File: config.mk
export PLATFORM = sky130hd
export DESIGN_NAME = bin2sc_v1_flat
export DESIGN_NICKNAME = d
export VERILOG_FILES = /design/src/rtl/bin2sc_pkg.sv /design/src/rtl/bin2sc_v1_if.sv /design/src/rtl/bin2sc_v1_sng_bitrev_cmp.sv /design/src/rtl/bin2sc_v1.sv /design/src/flat_wrapper.sv
export SDC_FILE = /design/constraint.sdc
export NUM_CORES = 1
export LEC_CHECK = 0
export ABC_AREA = 1
export CORE_MARGIN = 3
export CORE_UTILIZATION = 31
export CTS_CLUSTER_DIAMETER = 100
export CTS_CLUSTER_SIZE = 10
export DETAILED_ROUTE_END_ITERATION = 10
export PLACE_DENSITY = 0.55
export SYNTH_ARGS = -nofsm -noshare
export SYNTH_HDL_FRONTEND = slang
export SYNTH_SLANG_ARGS = --single-unit
File: constraint.sdc
create_clock -name clk -period 1.95 [get_ports clk]
set_clock_uncertainty 0.15 [all_clocks]
set_input_delay 0.2925 -clock clk [delete_from_list [all_inputs] [get_ports clk]]
set_output_delay 0.2925 -clock clk [all_outputs]
set_load 0.1 [all_outputs]
File: src/rtl/bin2sc_pkg.sv
// Shared definitions for the bin2sc_v1 split-unipolar stochastic number generator:
// FSM state encoding and frame-length derivation.
package bin2sc_pkg;

  typedef enum logic [0:0] {
    ST_IDLE = 1'b0,
    ST_RUN  = 1'b1
  } state_e;

  // One frame covers 2^bw bit slots at two slots per cycle.
  function automatic int frame_len(input int bw);
    return 1 << (bw - 1);
  endfunction

endpackage

File: src/rtl/bin2sc_v1_if.sv
// Handshake and stream bundle for bin2sc_v1: value input side plus the
// two-bit-per-cycle split-unipolar output streams.
interface bin2sc_v1_if #(
  parameter int BITWIDTH = 8
) ();

  logic                       in_valid;
  logic                       in_ready;
  logic signed [BITWIDTH:0]   bin_in;
  logic        [1:0]          sc_pos;
  logic        [1:0]          sc_neg;
  logic                       sc_valid;
  logic                       frame_last;

  modport master (
    output in_valid, bin_in,
    input  in_ready, sc_pos, sc_neg, sc_valid, frame_last
  );

  modport slave (
    input  in_valid, bin_in,
    output in_ready, sc_pos, sc_neg, sc_valid, frame_last
  );

endinterface

File: src/rtl/bin2sc_v1_sng_bitrev_cmp.sv
// Stochastic bit generator for one slot: bit-reverses the slot index and
// compares it against the magnitude, giving a low-discrepancy sequence.
module sng_bitrev_cmp #(
  parameter int BITWIDTH = 8
) (
  input  logic [BITWIDTH-1:0] s,
  input  logic [BITWIDTH-1:0] m,
  output logic                bit_o
);

  logic [BITWIDTH-1:0] r;

  always_comb begin
    r = '0;
    for (int i = 0; i < BITWIDTH; i++) begin
      r[i] = s[BITWIDTH-1-i];
    end
  end

  assign bit_o = (r < m);

endmodule

File: src/rtl/bin2sc_v1.sv
// Binary-to-split-unipolar stochastic converter. Optional macro BIN2SC_OUT_REG_EN
// adds one register stage on the stream outputs (sc_pos/sc_neg/sc_valid/frame_last).
module bin2sc_v1
  import bin2sc_pkg::*;
#(
  parameter int BITWIDTH = 8
) (
  input  logic        clk,
  input  logic        reset,
  input  logic        clr,
  bin2sc_v1_if.slave  bus
);

  localparam int            FRAME_LEN = frame_len(BITWIDTH);
  localparam int            KW        = BITWIDTH - 1;
  localparam logic [KW-1:0] K_LAST    = KW'(FRAME_LEN - 1);

  // Magnitude of a two's-complement value; the single unrepresentable case
  // (-2^BITWIDTH) clamps to the largest magnitude.
  function automatic logic [BITWIDTH-1:0] sat_mag(input logic signed [BITWIDTH:0] v);
    logic [BITWIDTH:0] a;
    a = v[BITWIDTH] ? -v : v;
    if (a[BITWIDTH]) sat_mag = '1;
    else             sat_mag = a[BITWIDTH-1:0];
  endfunction

  state_e              state_q, state_d;
  logic [KW-1:0]       k_q, k_d;
  logic [BITWIDTH-1:0] m_q, m_d;
  logic                sign_q, sign_d;

  logic                run, last, accept;
  logic [1:0]          bits, pos_c, neg_c;

  assign run          = (state_q == ST_RUN);
  assign last         = run && (k_q == K_LAST);
  assign bus.in_ready = !run || last;
  assign accept       = bus.in_valid && bus.in_ready && !clr;

  always_comb begin
    state_d = state_q;
    k_d     = k_q;
    m_d     = m_q;
    sign_d  = sign_q;
    if (clr) begin
      state_d = ST_IDLE;
      k_d     = '0;
    end else if (accept) begin
      state_d = ST_RUN;
      k_d     = '0;
      m_d     = sat_mag(bus.bin_in);
      sign_d  = bus.bin_in[BITWIDTH];
    end else if (run) begin
      if (last) begin
        state_d = ST_IDLE;
        k_d     = '0;
      end else begin
        k_d = k_q + 1'b1;
      end
    end
  end

  always_ff @(posedge clk) begin
    if (reset) begin
      state_q <= ST_IDLE;
      k_q     <= '0;
      m_q     <= '0;
      sign_q  <= 1'b0;
    end else begin
      state_q <= state_d;
      k_q     <= k_d;
      m_q     <= m_d;
      sign_q  <= sign_d;
    end
  end

  // Stage p0: slot bits for s = 2k and s = 2k+1
  sng_bitrev_cmp #(.BITWIDTH(BITWIDTH)) u_cmp0 (
    .s     ({k_q, 1'b0}),
    .m     (m_q),
    .bit_o (bits[0])
  );

  sng_bitrev_cmp #(.BITWIDTH(BITWIDTH)) u_cmp1 (
    .s     ({k_q, 1'b1}),
    .m     (m_q),
    .bit_o (bits[1])
  );

  assign pos_c = (run && !sign_q) ? bits : 2'b00;
  assign neg_c = (run &&  sign_q) ? bits : 2'b00;

`ifdef BIN2SC_OUT_REG_EN
  // Stage p1: registered stream outputs, cleared by reset and by frame abort
  logic [1:0] sc_pos_q, sc_pos_d, sc_neg_q, sc_neg_d;
  logic       sc_valid_q, sc_valid_d, frame_last_q, frame_last_d;

  always_comb begin
    sc_pos_d     = pos_c;
    sc_neg_d     = neg_c;
    sc_valid_d   = run;
    frame_last_d = last;
    if (clr) begin
      sc_pos_d     = 2'b00;
      sc_neg_d     = 2'b00;
      sc_valid_d   = 1'b0;
      frame_last_d = 1'b0;
    end
  end

  always_ff @(posedge clk) begin
    if (reset) begin
      sc_pos_q     <= 2'b00;
      sc_neg_q     <= 2'b00;
      sc_valid_q   <= 1'b0;
      frame_last_q <= 1'b0;
    end else begin
      sc_pos_q     <= sc_pos_d;
      sc_neg_q     <= sc_neg_d;
      sc_valid_q   <= sc_valid_d;
      frame_last_q <= frame_last_d;
    end
  end

  assign bus.sc_pos     = sc_pos_q;
  assign bus.sc_neg     = sc_neg_q;
  assign bus.sc_valid   = sc_valid_q;
  assign bus.frame_last = frame_last_q;
`else
  assign bus.sc_pos     = pos_c;
  assign bus.sc_neg     = neg_c;
  assign bus.sc_valid   = run;
  assign bus.frame_last = last;
`endif

endmodule

File: src/flat_wrapper.sv
// flat-port wrapper written by rule: the top's interface ports become plain ports
module bin2sc_v1_flat import bin2sc_pkg::*;
#(
  parameter int BITWIDTH = 8
)
  (clk, reset, clr, bus_in_valid, bus_bin_in, bus_in_ready, bus_sc_pos, bus_sc_neg, bus_sc_valid, bus_frame_last);
  bin2sc_v1_if #(.BITWIDTH(BITWIDTH)) bus_i ();
  input  logic clk;
  input  logic reset;
  input  logic clr;
  input wire logic [$bits(bus_i.in_valid)-1:0] bus_in_valid;
  input wire logic [$bits(bus_i.bin_in)-1:0] bus_bin_in;
  output wire logic [$bits(bus_i.in_ready)-1:0] bus_in_ready;
  output wire logic [$bits(bus_i.sc_pos)-1:0] bus_sc_pos;
  output wire logic [$bits(bus_i.sc_neg)-1:0] bus_sc_neg;
  output wire logic [$bits(bus_i.sc_valid)-1:0] bus_sc_valid;
  output wire logic [$bits(bus_i.frame_last)-1:0] bus_frame_last;
  assign bus_i.in_valid = bus_in_valid;
  assign bus_i.bin_in = bus_bin_in;
  assign bus_in_ready = bus_i.in_ready;
  assign bus_sc_pos = bus_i.sc_pos;
  assign bus_sc_neg = bus_i.sc_neg;
  assign bus_sc_valid = bus_i.sc_valid;
  assign bus_frame_last = bus_i.frame_last;
  bin2sc_v1 #(.BITWIDTH(BITWIDTH)) u_core (.clk(clk), .reset(reset), .clr(clr), .bus(bus_i));
endmodule
==> summary.md <==
| Metric | Value |
|---|---|
| Status | `finished, violations left` |
| Violated checks | `negative setup slack` |
| Period utilisation layout | `1.06` |
| Die W | `67.8 um` |
| Fin area | `0.00179 sq mm` |
| HP Class | `flip-flop to flip-flop` |
| Drt pass-1 iters | `4` |
| Hold Vio Cnt, Final | `0` |
| Slew margin rel. | `0.793` |
| Num Clock Sinks | `17` |
| Power density over the cells | `484 mW/mm^2` |
| CTS tree | `yes` |
| FFs w/ async S/R, synth | `0` |
| DP Area | `0.00158 sq mm` |
| Crit path time final | `2.06 ns` |
| Inserted Diodes | `0` |
| Clock Pin Slew Worst Setup and Hold Paths | `0.06 ns` |
| # port buffers | `19` |
| R2r endpoint | `u_core.k_q[1]` |
| P&R area growth vs syn | `51.6%` |
| Yosys warnings | `0` |
| Initial antenna violation count | `0` |
| Crit-path cells | `inv_2, ha_4, inv_2, nor4_4, nand2_4, nand2_4, nor2_4, buf_12` |
| Max Clk Rate | `0.486 GHz` |
| Distinct cells, synth | `25` |
| Register area share after synthesis | `0.288` |
| Mapped Area | `0.00118 sq mm` |
| Crit Path Class | `flip-flop to output pin` |
| Fin nets | `238` |
| Grt ovf | `0` |
| Number of synthesized flops with an enable pin | `0` |
| WP buf/inv | `3` |
| Levels on crit path | `8` |
| Worst EP required | `1.51 ns` |
| Max Fanout on Critical Path | `2` |
| Max incr delay on CP | `0.32 ns` |
| Final WL | `2.84 mm` |
| CTS HTree Levels | `1` |
| Reg2reg setup slack | `0.21 ns` |
| First-pass GRT wire length | `4.84 mm` |
| Worst-Skew Late Latency | `0.25 ns` |
| Die Ht | `67.8 um` |
| Seq cells post-synth | `17` |
| Worst Tran Pin Value | `0.309 ns` |
| Fraction of layout cells with a size suffix above 1 | `0.306` |
| DRT antenna net count | `0` |
| Avg WL per Cell | `10.9 um` |
| DR iter-0 viols | `33` |
| Max stage delay cell, worst path | `dfxtp_2` |
| Reg2Reg Launch Point | `u_core.k_q[1]` |
| Vias | `1177` |
| Root Buffer | `clkbuf_8` |
| Gr usage total | `0.138` |
| Cells after Synth | `187` |
| Worst VDD drop | `351 uV` |
| Pre-CTS setup slack | `-0.0435 ns` |
| Clk buf depth | `2` |
| Vias in the first global route | `1133` |
| Critical path's top delay family | `simple AND/OR/NAND/NOR gates` |
| Leak Pwr | `0.790 nW` |
| DR DRC count | `0` |
| GPL Wtd Cong | `0.734` |
| Final setup viols | `4` |
| Initial Util | `0.338` |
| Critical path launch point type | `flip-flop` |
| Launch point of the critical path | `u_core.m_q[4]` |
| Row cnt | `21` |
| Hold slack | `0.360 ns` |
| Reg2Reg Depth | `9` |
| Number of max-cap violations | `0` |
| Slew Limit Fails | `0` |
| Final WS setup | `-0.107 ns` |
| Unrepaired setup endpoints after global routing | `yes` |
| Inserted Clock Buffers | `3` |
| Final TNS setup | `-0.329 ns` |
| Syn Area/Cell | `6.32 sq um` |
| DP HPWL | `2.13 mm` |
| Vias/cell | `4.49` |
| Die footprint | `0.00459 sq mm` |
| Fill count | `350` |
| Largest net degree at the start of global routing | `22` |
| Boundary Pins | `20` |
| CP endpoint kind | `output pin` |
| Crit path to | `bus_sc_pos[0]` |
| CP arrival | `1.61 ns` |
| Synth Flop Type | `dfxtp_1` |
| Core Box Area | `0.00349 sq mm` |
| Syn nets | `208` |
[stage by stage]
step / total power [W] / instances / util
2_1_floorplan: 0.000509 / 187 / -
3_3_place_gp: 0.000576 / 255 / 0.451
3_5_place_dp: 0.000579 / 255 / 0.451
4_1_cts: 0.000868 / 260 / 0.492
5_1_grt: 0.000920 / 262 / 0.513
6_report: 0.000868 / 262 / 0.513
[Yosys cell counts (2+ instances only)]
cell type / number / area, sq um
nor2_1: 34 / 128
o21ai_0: 3 / 15.0
a21oi_1: 6 / 30.0
dfxtp_1: 17 / 340
nand2_2: 2 / 12.5
ha_1: 8 / 100
nand2_1: 55 / 206
inv_1: 25 / 93.8
nand3b_1: 3 / 22.5
nor3_1: 2 / 10.0
nand3_1: 14 / 70.1
buf_2: 2 / 10.0
xor2_1: 4 / 35.0
[cells in the final DEF (no fill, tap or decap)]
master           instances
a21oi_4                  1
nor3_2                   1
nand2_4                  4
clkbuf_1                 1
inv_2                    8
a21oi_1                  3
a21oi_2                  2
ha_4                     6
nor2_2                   2
dfxtp_1                  8
ha_1                     2
nand3_4                  1
nand2_2                  3
dfxtp_4                  2
nor2_1                  29
o21ai_4                  1
nand2_1                 51
clkinvlp_4               1
nand3_1                 14
xor2_1                   4
dfxtp_2                  7
nor3_1                   2
clkbuf_8                 3
buf_4                   10
o21bai_2                 1
inv_1                   16
o21ai_0                  2
nand3b_1                 3
a21boi_1                 1
nor4_4                   1
clkdlybuf4s50_1         12
xnor2_1                  1
clkinv_1                 1
buf_12                   7
nor2_4                   5
[worst min-delay path, cell delays in order, from the launching register on]
cell and delay, ns:
dfxtp_1 0.30, inv_1 0.09, a21oi_1 0.07
[report_power, final]
group	leakage, nW	internal [W]	switching, W
logic	0.624	0.000101	0.000140
registers	0.143	0.000361	0.00000921
clock network	0.0228	0.000145	0.000112
[worst min path at each step]
stage	slack [ns]	from	cells after the start	endpoint
after CTS	0.37	u_core.k_q[6]	2	u_core.k_q[6]
after detailed placement	0.36	u_core.k_q[6]	2	u_core.k_q[6]
final	0.36	u_core.k_q[6]	2	u_core.k_q[6]
after global routing	0.39	u_core.k_q[6]	2	u_core.k_q[6]
after global placement	0.36	u_core.m_q[0]	4	u_core.m_q[0]
after floorplan	0.32	u_core.k_q[6]	2	u_core.k_q[6]
[cell type report]
| cell class | count | area, sq um | area share |
|---|---|---|---|
| Multi-Input combinational cell | 140 | 897 | 0.500 |
| Clock buffer | 4 | 45.0 | 0.0251 |
| Inverter | 26 | 101 | 0.0565 |
| Tap cell | 46 | 57.6 | 0.0321 |
| Timing Repair Buffer | 29 | 335 | 0.187 |
| Sequential cell | 17 | 357 | 0.199 |
[state kept, by name, summed over array words and instances (netlist names)]
register             cells
u_core.bus.sc_valid      1
u_core.k_q               7
u_core.m_q               8
u_core.sign_q            1
[cell families (layout without fill, tap and decap cells)]
kind of cell             count (synthesis)  in the layout  share of synthesized area
buffers and inverters                   30             59                      0.107
flip-flops                              17             17                      0.288
XOR/XNOR                                 5              5                     0.0370
adder cells (fa/ha/maj)                  8              8                     0.0847
AND/OR/NAND/NOR                        116            116                      0.433
AO/OA/AOI/OAI                           11             11                     0.0508
[layer usage]
| metal | routed length [um] | GRT usage | vias up |
|---|---|---|---|
| li1 | - | - | 637 |
| met1 | 1340 | 0.170 | 523 |
| met2 | 1400 | 0.241 | 15 |
| met3 | 89 | 0.0349 | 2 |
| met4 | 19 | 0.0304 | 0 |
| met5 | 0 | 0 | - |
[timing repair]
item	4_1_cts	5_1_grt
buffers inserted	2	2
hold buffers	0	0
setup endpoints to repair	5	10
pin swaps	16	8
gates resized for setup	24	15
(Power assumes the default switching activity.)
